File: src/rtl/mixcolumns_engine.sv
// Iterative AES MixColumns / InvMixColumns engine, COLS_PER_CYCLE columns per clock, valid/ready on both sides.
// Optional macro MIXCOL_BYPASS_EN adds a bypass port that passes a state through unmixed (AES final round).
module mixcolumns_engine #(
  parameter int COLS_PER_CYCLE = 1
) (
  input  logic         clk,
  input  logic         rst,
  input  logic         in_valid,
  output logic         in_ready,
  input  logic [127:0] state_in,
  input  logic         inv,
  output logic         out_valid,
  input  logic         out_ready,
  output logic [127:0] state_out
`ifdef MIXCOL_BYPASS_EN
  ,
  input  logic         bypass
`endif
);

  localparam int NB = 4 / COLS_PER_CYCLE;
  localparam int CW = (NB > 1) ? $clog2(NB) : 1;
  localparam logic [CW-1:0] LAST_BEAT = CW'(NB - 1);

  if (!(COLS_PER_CYCLE == 1 || COLS_PER_CYCLE == 2 || COLS_PER_CYCLE == 4)) begin : g_bad_cpc
    $error("mixcolumns_engine: COLS_PER_CYCLE must be 1, 2 or 4");
  end

  typedef enum logic [1:0] {
    IDLE = 2'd0,
    BUSY = 2'd1,
    DONE = 2'd2
  } state_t;

  state_t          state_q, state_d;
  logic [CW-1:0]   beat_q, beat_d;
  logic            inv_q, inv_d;
  logic [127:0]    work_q, work_d;
  logic            accept;
  logic [1:0]      col_idx;

  function automatic logic [7:0] xtime(input logic [7:0] b);
    return {b[6:0], 1'b0} ^ (b[7] ? 8'h1b : 8'h00);
  endfunction

  // Row r of the column lives at bits [8*(3-r) +: 8]; every product is built from an xtime chain.
  function automatic logic [31:0] mix_col(input logic [31:0] col, input logic inv_mode);
    logic [7:0]  a  [4];
    logic [7:0]  p2 [4];
    logic [7:0]  p4 [4];
    logic [7:0]  p8 [4];
    logic [31:0] res;
    for (int r = 0; r < 4; r++) begin
      a[r]  = col[8*(3-r) +: 8];
      p2[r] = xtime(a[r]);
      p4[r] = xtime(p2[r]);
      p8[r] = xtime(p4[r]);
    end
    res = '0;
    for (int r = 0; r < 4; r++) begin
      if (inv_mode) begin
        res[8*(3-r) +: 8] = (p8[r] ^ p4[r] ^ p2[r])
                          ^ (p8[(r+1)%4] ^ p2[(r+1)%4] ^ a[(r+1)%4])
                          ^ (p8[(r+2)%4] ^ p4[(r+2)%4] ^ a[(r+2)%4])
                          ^ (p8[(r+3)%4] ^ a[(r+3)%4]);
      end else begin
        res[8*(3-r) +: 8] = p2[r]
                          ^ (p2[(r+1)%4] ^ a[(r+1)%4])
                          ^ a[(r+2)%4]
                          ^ a[(r+3)%4];
      end
    end
    return res;
  endfunction

  assign in_ready  = ~rst & ((state_q == IDLE) | ((state_q == DONE) & out_ready));
  assign out_valid = (state_q == DONE);
  assign state_out = work_q;

  always_comb begin
    // NOTE: every signal written here gets a default first, so no path can infer a latch.
    state_d = state_q;
    beat_d  = beat_q;
    inv_d   = inv_q;
    work_d  = work_q;
    col_idx = '0;
    accept  = in_valid & in_ready;

    case (state_q)
      IDLE, DONE: begin
        if (accept) begin
          work_d  = state_in;
          inv_d   = inv;
          beat_d  = '0;
          state_d = BUSY;
`ifdef MIXCOL_BYPASS_EN
          if (bypass) state_d = DONE;
`endif
        end else if ((state_q == DONE) && out_ready) begin
          state_d = IDLE;
        end
      end
      BUSY: begin
        for (int k = 0; k < COLS_PER_CYCLE; k++) begin
          col_idx = 2'(int'(beat_q) * COLS_PER_CYCLE + k);
          work_d[{col_idx, 5'd0} +: 32] = mix_col(work_q[{col_idx, 5'd0} +: 32], inv_q);
        end
        if (beat_q == LAST_BEAT) begin
          state_d = DONE;
          beat_d  = '0;
        end else begin
          beat_d = beat_q + CW'(1);
        end
      end
      default: state_d = IDLE;
    endcase
  end

  // NOTE: sequential state uses non-blocking assignments so all flops update from pre-edge values.
  always_ff @(posedge clk or posedge rst) begin
    if (rst) begin
      state_q <= IDLE;
      beat_q  <= '0;
      inv_q   <= 1'b0;
      // NOTE: the working register is reset so an aborted transaction leaves state_out at zero.
      work_q  <= '0;
    end else begin
      state_q <= state_d;
      beat_q  <= beat_d;
      inv_q   <= inv_d;
      work_q  <= work_d;
    end
  end

endmodule

File: config.mk
export PLATFORM = sky130hd
export DESIGN_NAME = mixcolumns_engine
export DESIGN_NICKNAME = d
export VERILOG_FILES = /design/src/rtl/mixcolumns_engine.sv
export SDC_FILE = /design/constraint.sdc
export NUM_CORES = 1
export LEC_CHECK = 0
export BUFFER_PORTS_ARGS = -buffer_cell sky130_fd_sc_hd__buf_2
export CAP_MARGIN = 30
export CORE_MARGIN = 2
export CORE_UTILIZATION = 32
export CTS_CLUSTER_DIAMETER = 80
export DETAILED_ROUTE_END_ITERATION = 10
export SYNTH_ARGS = -nofsm -noshare
export SYNTH_HDL_FRONTEND = slang
export SYNTH_SLANG_ARGS = --single-unit
File: constraint.sdc
create_clock -name clk -period 4.8 [get_ports clk]
set_input_delay 0.96 -clock clk [delete_from_list [all_inputs] [get_ports clk]]
set_output_delay 0.96 -clock clk [all_outputs]
set_load 0.03 [all_outputs]
-- Word level (Yosys, flattened, before mapping)
Index checks and enable logic that the tools add are counted.
- memories kept: 0
- bits of input ports: 133
- ROM bits: 0
- logic and storage cells: 121
- bits in latches: 0
- memory bits (writable): 0
- flip-flop bits (word level): 133
- div/mod/pow operators: 0
- $add $sub $neg: 2
- shift-type cells: 3
- reductions and logical operators: 7
- multiply operators: 0
- bitwise logic cells: 69
- $lt $le $gt $ge: 0
- equality and inequality tests: 6
- muxes and demuxes: 30
- operators by type and width (operator ; number):
    bitwise XOR 8 bit ; 52
    one-hot mux 128 bit (2 select lines) ; 1
    bitwise mux 128 bit ; 1
    2-to-1 mux 128 bit ; 1
    variable shift 32 x 9 -> 128 bit (first input constant) ; 1
    indexed part select 128 x 8 -> 32 bit ; 1
    indexed part select 32 x 9 -> 128 bit ; 1
    bitwise XOR 8 x 5 -> 8 bit ; 12
    2-to-1 mux 8 bit ; 8
    2-to-1 mux 5 bit ; 12
    2-to-1 mux 2 bit ; 5
    negator 7 -> 9 bit ; 1
    one-hot mux 2 bit (2 select lines) ; 2
    AND reduction 2 bit ; 3
    == test 2 bit (second input constant) ; 2
    != test 2 bit (second input constant) ; 2
    AND 1 bit ; 3
    != test 3 bit (second input constant) ; 1
    adder 2 x 1 -> 2 bit (second input constant) ; 1
    == test 2 x 1 -> 1 bit (second input constant) ; 1
    zero test 2 bit ; 1
    nonzero test 2 bit ; 1
    OR reduction 2 bit ; 1
    logical AND 1 bit ; 1
    other kinds (2) ; 2

-- Logic depth before layout (Yosys ltp)
- depth after elaboration: 17
- gate-level depth with buffers: 13
- mapped depth without buffers: 8

-- Least setup slack after synthesis
No wires, ideal clock.
- path kind: register to register
- start: register beat_q[0]
- end: register work_q[101] (netlist: state_out[101])
- arrival: 3.123 ns
- cell stages (with the launch flop): 11
- setup time: 0.126 ns
- period minus slack after synthesis: 3.249 ns
- path buffers: 2
- data required time: 4.674 ns
- path slack: 1.551 ns
- path through: dfrtp_1 buf_6 buf_8 mux4_2 xnor2_1 xnor3_1 xnor2_1 xor2_1 nand2_1 xnor2_2 a221o_1
- cells in the longest elaborated chain, start to end: 15
- RTL lines (element ; RTL line ; source):
    from (decl) ; 36 ; logic [CW-1:0] beat_q, beat_d;
    from (signal assigned) ; 129 ; beat_q <= beat_d;
    indexed part select 128 x 8 -> 32 bit ; 106 ; work_d[{col_idx, 5'd0} +: 32] = mix_col(work_q[{col_idx, 5'd0} +: 32], inv_q);
    bitwise XOR 8 x 5 -> 8 bit or 2-to-1 mux 5 bit (tied branches) (2 in series) ; 43 ; return {b[6:0], 1'b0} ^ (b[7] ? 8'h1b : 8'h00);
    2-to-1 mux 5 bit or bitwise XOR 8 x 5 -> 8 bit (tied branches) ; 43 ;
    bitwise XOR 8 x 5 -> 8 bit ; 43 ;
    bitwise XOR 8 bit, on equally long branches ; 62, 64, 63 ;
    bitwise XOR 8 bit, on equally long branches ; 62, 63 ;
    bitwise XOR 8 bit ; 63 ; ^ (p8[(r+1)%4] ^ p2[(r+1)%4] ^ a[(r+1)%4])
    bitwise XOR 8 bit ; 64 ; ^ (p8[(r+2)%4] ^ p4[(r+2)%4] ^ a[(r+2)%4])
    bitwise XOR 8 bit ; 65 ; ^ (p8[(r+3)%4] ^ a[(r+3)%4]);
    2-to-1 mux 8 bit ; 61 ; if (inv_mode) begin
    2-to-1 mux 8 bit ; 89 ; case (state_q)
    indexed part select 32 x 9 -> 128 bit ; 106 ;
    bitwise mux 128 bit * ; 106 ;
    one-hot mux 128 bit (2 select lines) * ; 89 ;
    to (signal assigned) ; 131 ; work_q <= work_d;
    to (decl) ; 38 ; logic [127:0] work_q, work_d;
Mark *: on every way between the ends. The rest lies on a longest branch, timed or not. The select of a mux whose other input is x is not followed.
A chain may end at the register's enable or synchronous reset.

-- Final worst setup path
- start: register beat_q[0]
- end: register work_q[115] (netlist: state_out[115])
The elaborated chain is that of the path after synthesis.

==> metrics.cfg <==
[clock_network]
cts_buffers = 17
worstSkewPairLatency_ns = 0.43
cts_buffer_depth = 2
cts.reportedPaths.clkPinSlew_ns = 0.06
cts_hold_buf = 0
cts.sinks = 133
cts_root_buf = clkbuf_16
cts_tree = yes
cts_setup_buffers = 0
cts_resized = 0
htree_num_levels = 4

[sta]
slew_headroom_pct = 44.5
hold_violations = 0
period_minus_slack_ns = 4.14
worst_pin_slew_ns = 0.831
drv_slew = 0
finalSetupViolations = 0
fmax_ghz = 0.242
clock_skew_ns = 0.0121
rsz0062_at_grt = false
setup_tns_ns = 0
timing.final.ws_setup_ns = 0.664
fin_crit_sh_pct = 86.2

[critical_path]
path_cells = mux4_1 -> xnor2_2 -> xor3_1 -> xor3_1 -> xnor2_1 -> a21oi_1 -> xnor2_1 -> a221o_1
r2r-end = state_out[115]
cp_max_fo = 18
cpPeakStageDelay_ns = 0.95
crit_type = flop to flop
crit_slowest_cell = mux4_1
r2r.worst_path.cells = 8
cp-end-kind = flop
worstPathArrival_ns = 4.45
crit_cells = 8
crit_required_ns = 5.11
start_kind = flop
timing.rr.start = beat_q[0]
regToRegSetupSlack_ns = 0.66
critical-path-top-delay-family = XOR/XNOR gates
crit_buf_inv = 0

[placement]
preCtsSetupSlack_ns = 0.630
port_buffers = 262
hpwlAfterDp_um = 26500
place_congestion = 0.926

[synthesis]
syn_inst = 897
synth_area_per_cell_um2 = 10.7
netlist_area_um2 = 9600
yosysSeqAreaShare_pct = 34.7
synth_top_area_share_pct = 34.7
synth_nets = 1034
synth_seq_cells = 133
ys_warn_count = 0
synth-async-reset-ratio_pct = 100
yosysUniqueCellTypes = 47
synthFlopType = dfrtp_1
synth_edf_count = 0
synth_area_leaders = dfrtp_1 35%, xnor2_1 13%, mux4_2 7.0%
synth_top_area_cell = dfrtp_1

[detailed_routing]
finalWirelength_um = 36100
wl_per_cell_um = 23.7
dr_total_vias = 8493
ant_nets = 0
drt_iter0_drc = 873
drt_drc_violations_left = 0
viasPerCell = 5.58
first_pass_iters = 5

[floorplanning]
initial_utilization_pct = 32.5
die_area_um2 = 31400
design.core.area_um2 = 29600
die_w_um = 177
ios = 263
row_count = 63
dieHeight_um = 177

[grt]
grt_use_total_pct = 22.8
antenna_found_initial = 2
grt_pass1_vias = 8682
grt_pass1_wl_um = 53000
grt-ovfl-total = 0
grt_max_degree = 84

[min_path]
holdPathEnd = state_out[66]
holdPathStages = 1
hold_start = state_out[66]
hp-class = flop to flop

[cells_and_area]
drive_gt1_share_pct = 33.6
multiInputGateArea_um2 = 5940
fin_nets = 1256
fillCellCount = 2837
final_core_util_pct = 40.5
register_area_um2 = 3330
area_growth_pct = 24.8

[outcome]
outcome = completed

[run]
max_cap_violations = 0

==> per-stage QoR <==
step                hold WS, ns  instance area (µm²)  cells
floorplan                 0.608                 9600    897
global placement          0.491                11200   1487
detailed placement        0.503                11300   1490
CTS                       0.517                12000   1521
global route              0.521                12000   1522
finish                    0.519                12000   1523
==> layout by cell type, fill, tap and decap left out, types with 3 or more instances in the layout <==
master / n
xnor2_1: 139
bufinv_16: 6
a21oi_1: 46
xnor2_2: 14
o21ai_1: 4
a221o_1: 52
xnor3_1: 17
xor2_2: 7
a2bb2oi_1: 15
a221oi_1: 28
mux4_2: 30
a21oi_4: 4
inv_1: 4
dfrtp_1: 131
nor2_1: 71
and2_1: 3
and3_1: 52
buf_4: 15
o21ai_0: 49
o21a_1: 33
xor2_1: 44
clkinv_4: 3
clkbuf_16: 17
nor2b_1: 3
ha_1: 4
nand2_1: 35
buf_2: 262
xor3_1: 5
==> kinds of logic after synthesis <==
group,Yosys count,share of synthesized area [%]
AOI/OAI and AO/OA,238,17.9
xor gates and xnor gates,229,26.3
adders and majority gates,4,0.521
buffers and inverters,83,4.16
DFF,133,34.7
muxes,33,7.69
and+or+nand+nor,177,8.81
==> per-layer routing <==
layer / part of all wire (%) / routed length (µm) / vias to the layer above / GRT usage [%]
met3: 6.1 / 2190 / 87 / 3.74
li1: - / - / 3708 / -
met1: 40 / 14500 / 4285 / 29.0
met4: 4.0 / 1460 / 0 / 10.9
met5: 0 / 0 / - / 0
met2: 50 / 18000 / 413 / 37.7
==> sequential cells by signal, summed over array words and instances, names as in the netlist <==
register and cells:
state_out 128, beat_q 2, state_q 2, inv_q 1
==> layout make-up <==
cell class,instances,share of cell area (%)
Multi-Input combinational cell,681,49.6
Sequential cell,133,27.8
Timing Repair Buffer,281,12.7
Tap cell,390,4.07
Clock buffer,19,3.78
Clock inverter,12,1.89
Inverter,5,0.178
Antenna cell,2,0.0418
==> cell usage after synthesis, types with 2 or more instances <==
library cell and n:
xnor2_1 139, dfrtp_1 133, nor2_1 71, clkbuf_1 53, a221o_1 52, and3_1 52
a21oi_1 50, o21ai_0 49, xor2_1 44, nand2_1 35, o21a_1 33, mux4_2 30
a221oi_1 28, xnor3_1 17, a2bb2oi_1 15, xnor2_2 14, buf_2 10, buf_4 8
xor2_2 7, inv_1 5, xor3_1 5, and2_1 4, ha_1 4, o21ai_1 4
buf_6 3, nor2b_1 3, a21oi_2 2, and4_1 2, buf_1 2, buf_8 2
mux4_1 2, nand4_1 2, nor3_1 2, o31ai_1 2
==> worst max path at each step <==
| stage | startpoint | to | slack, ns |
|---|---|---|---|
| floorplan | rst | beat_q[0] | 0.29 |
| global placement | beat_q[0] | state_out[19] | 0.66 |
| detailed placement | beat_q[0] | state_out[19] | 0.63 |
| CTS | beat_q[0] | state_out[115] | 0.60 |
| global route | beat_q[0] | state_out[115] | 0.44 |
| finish | beat_q[0] | state_out[115] | 0.66 |
Power is not shown: default switching activity piles up to over one toggle a cycle in this logic, so the estimate is an artifact.
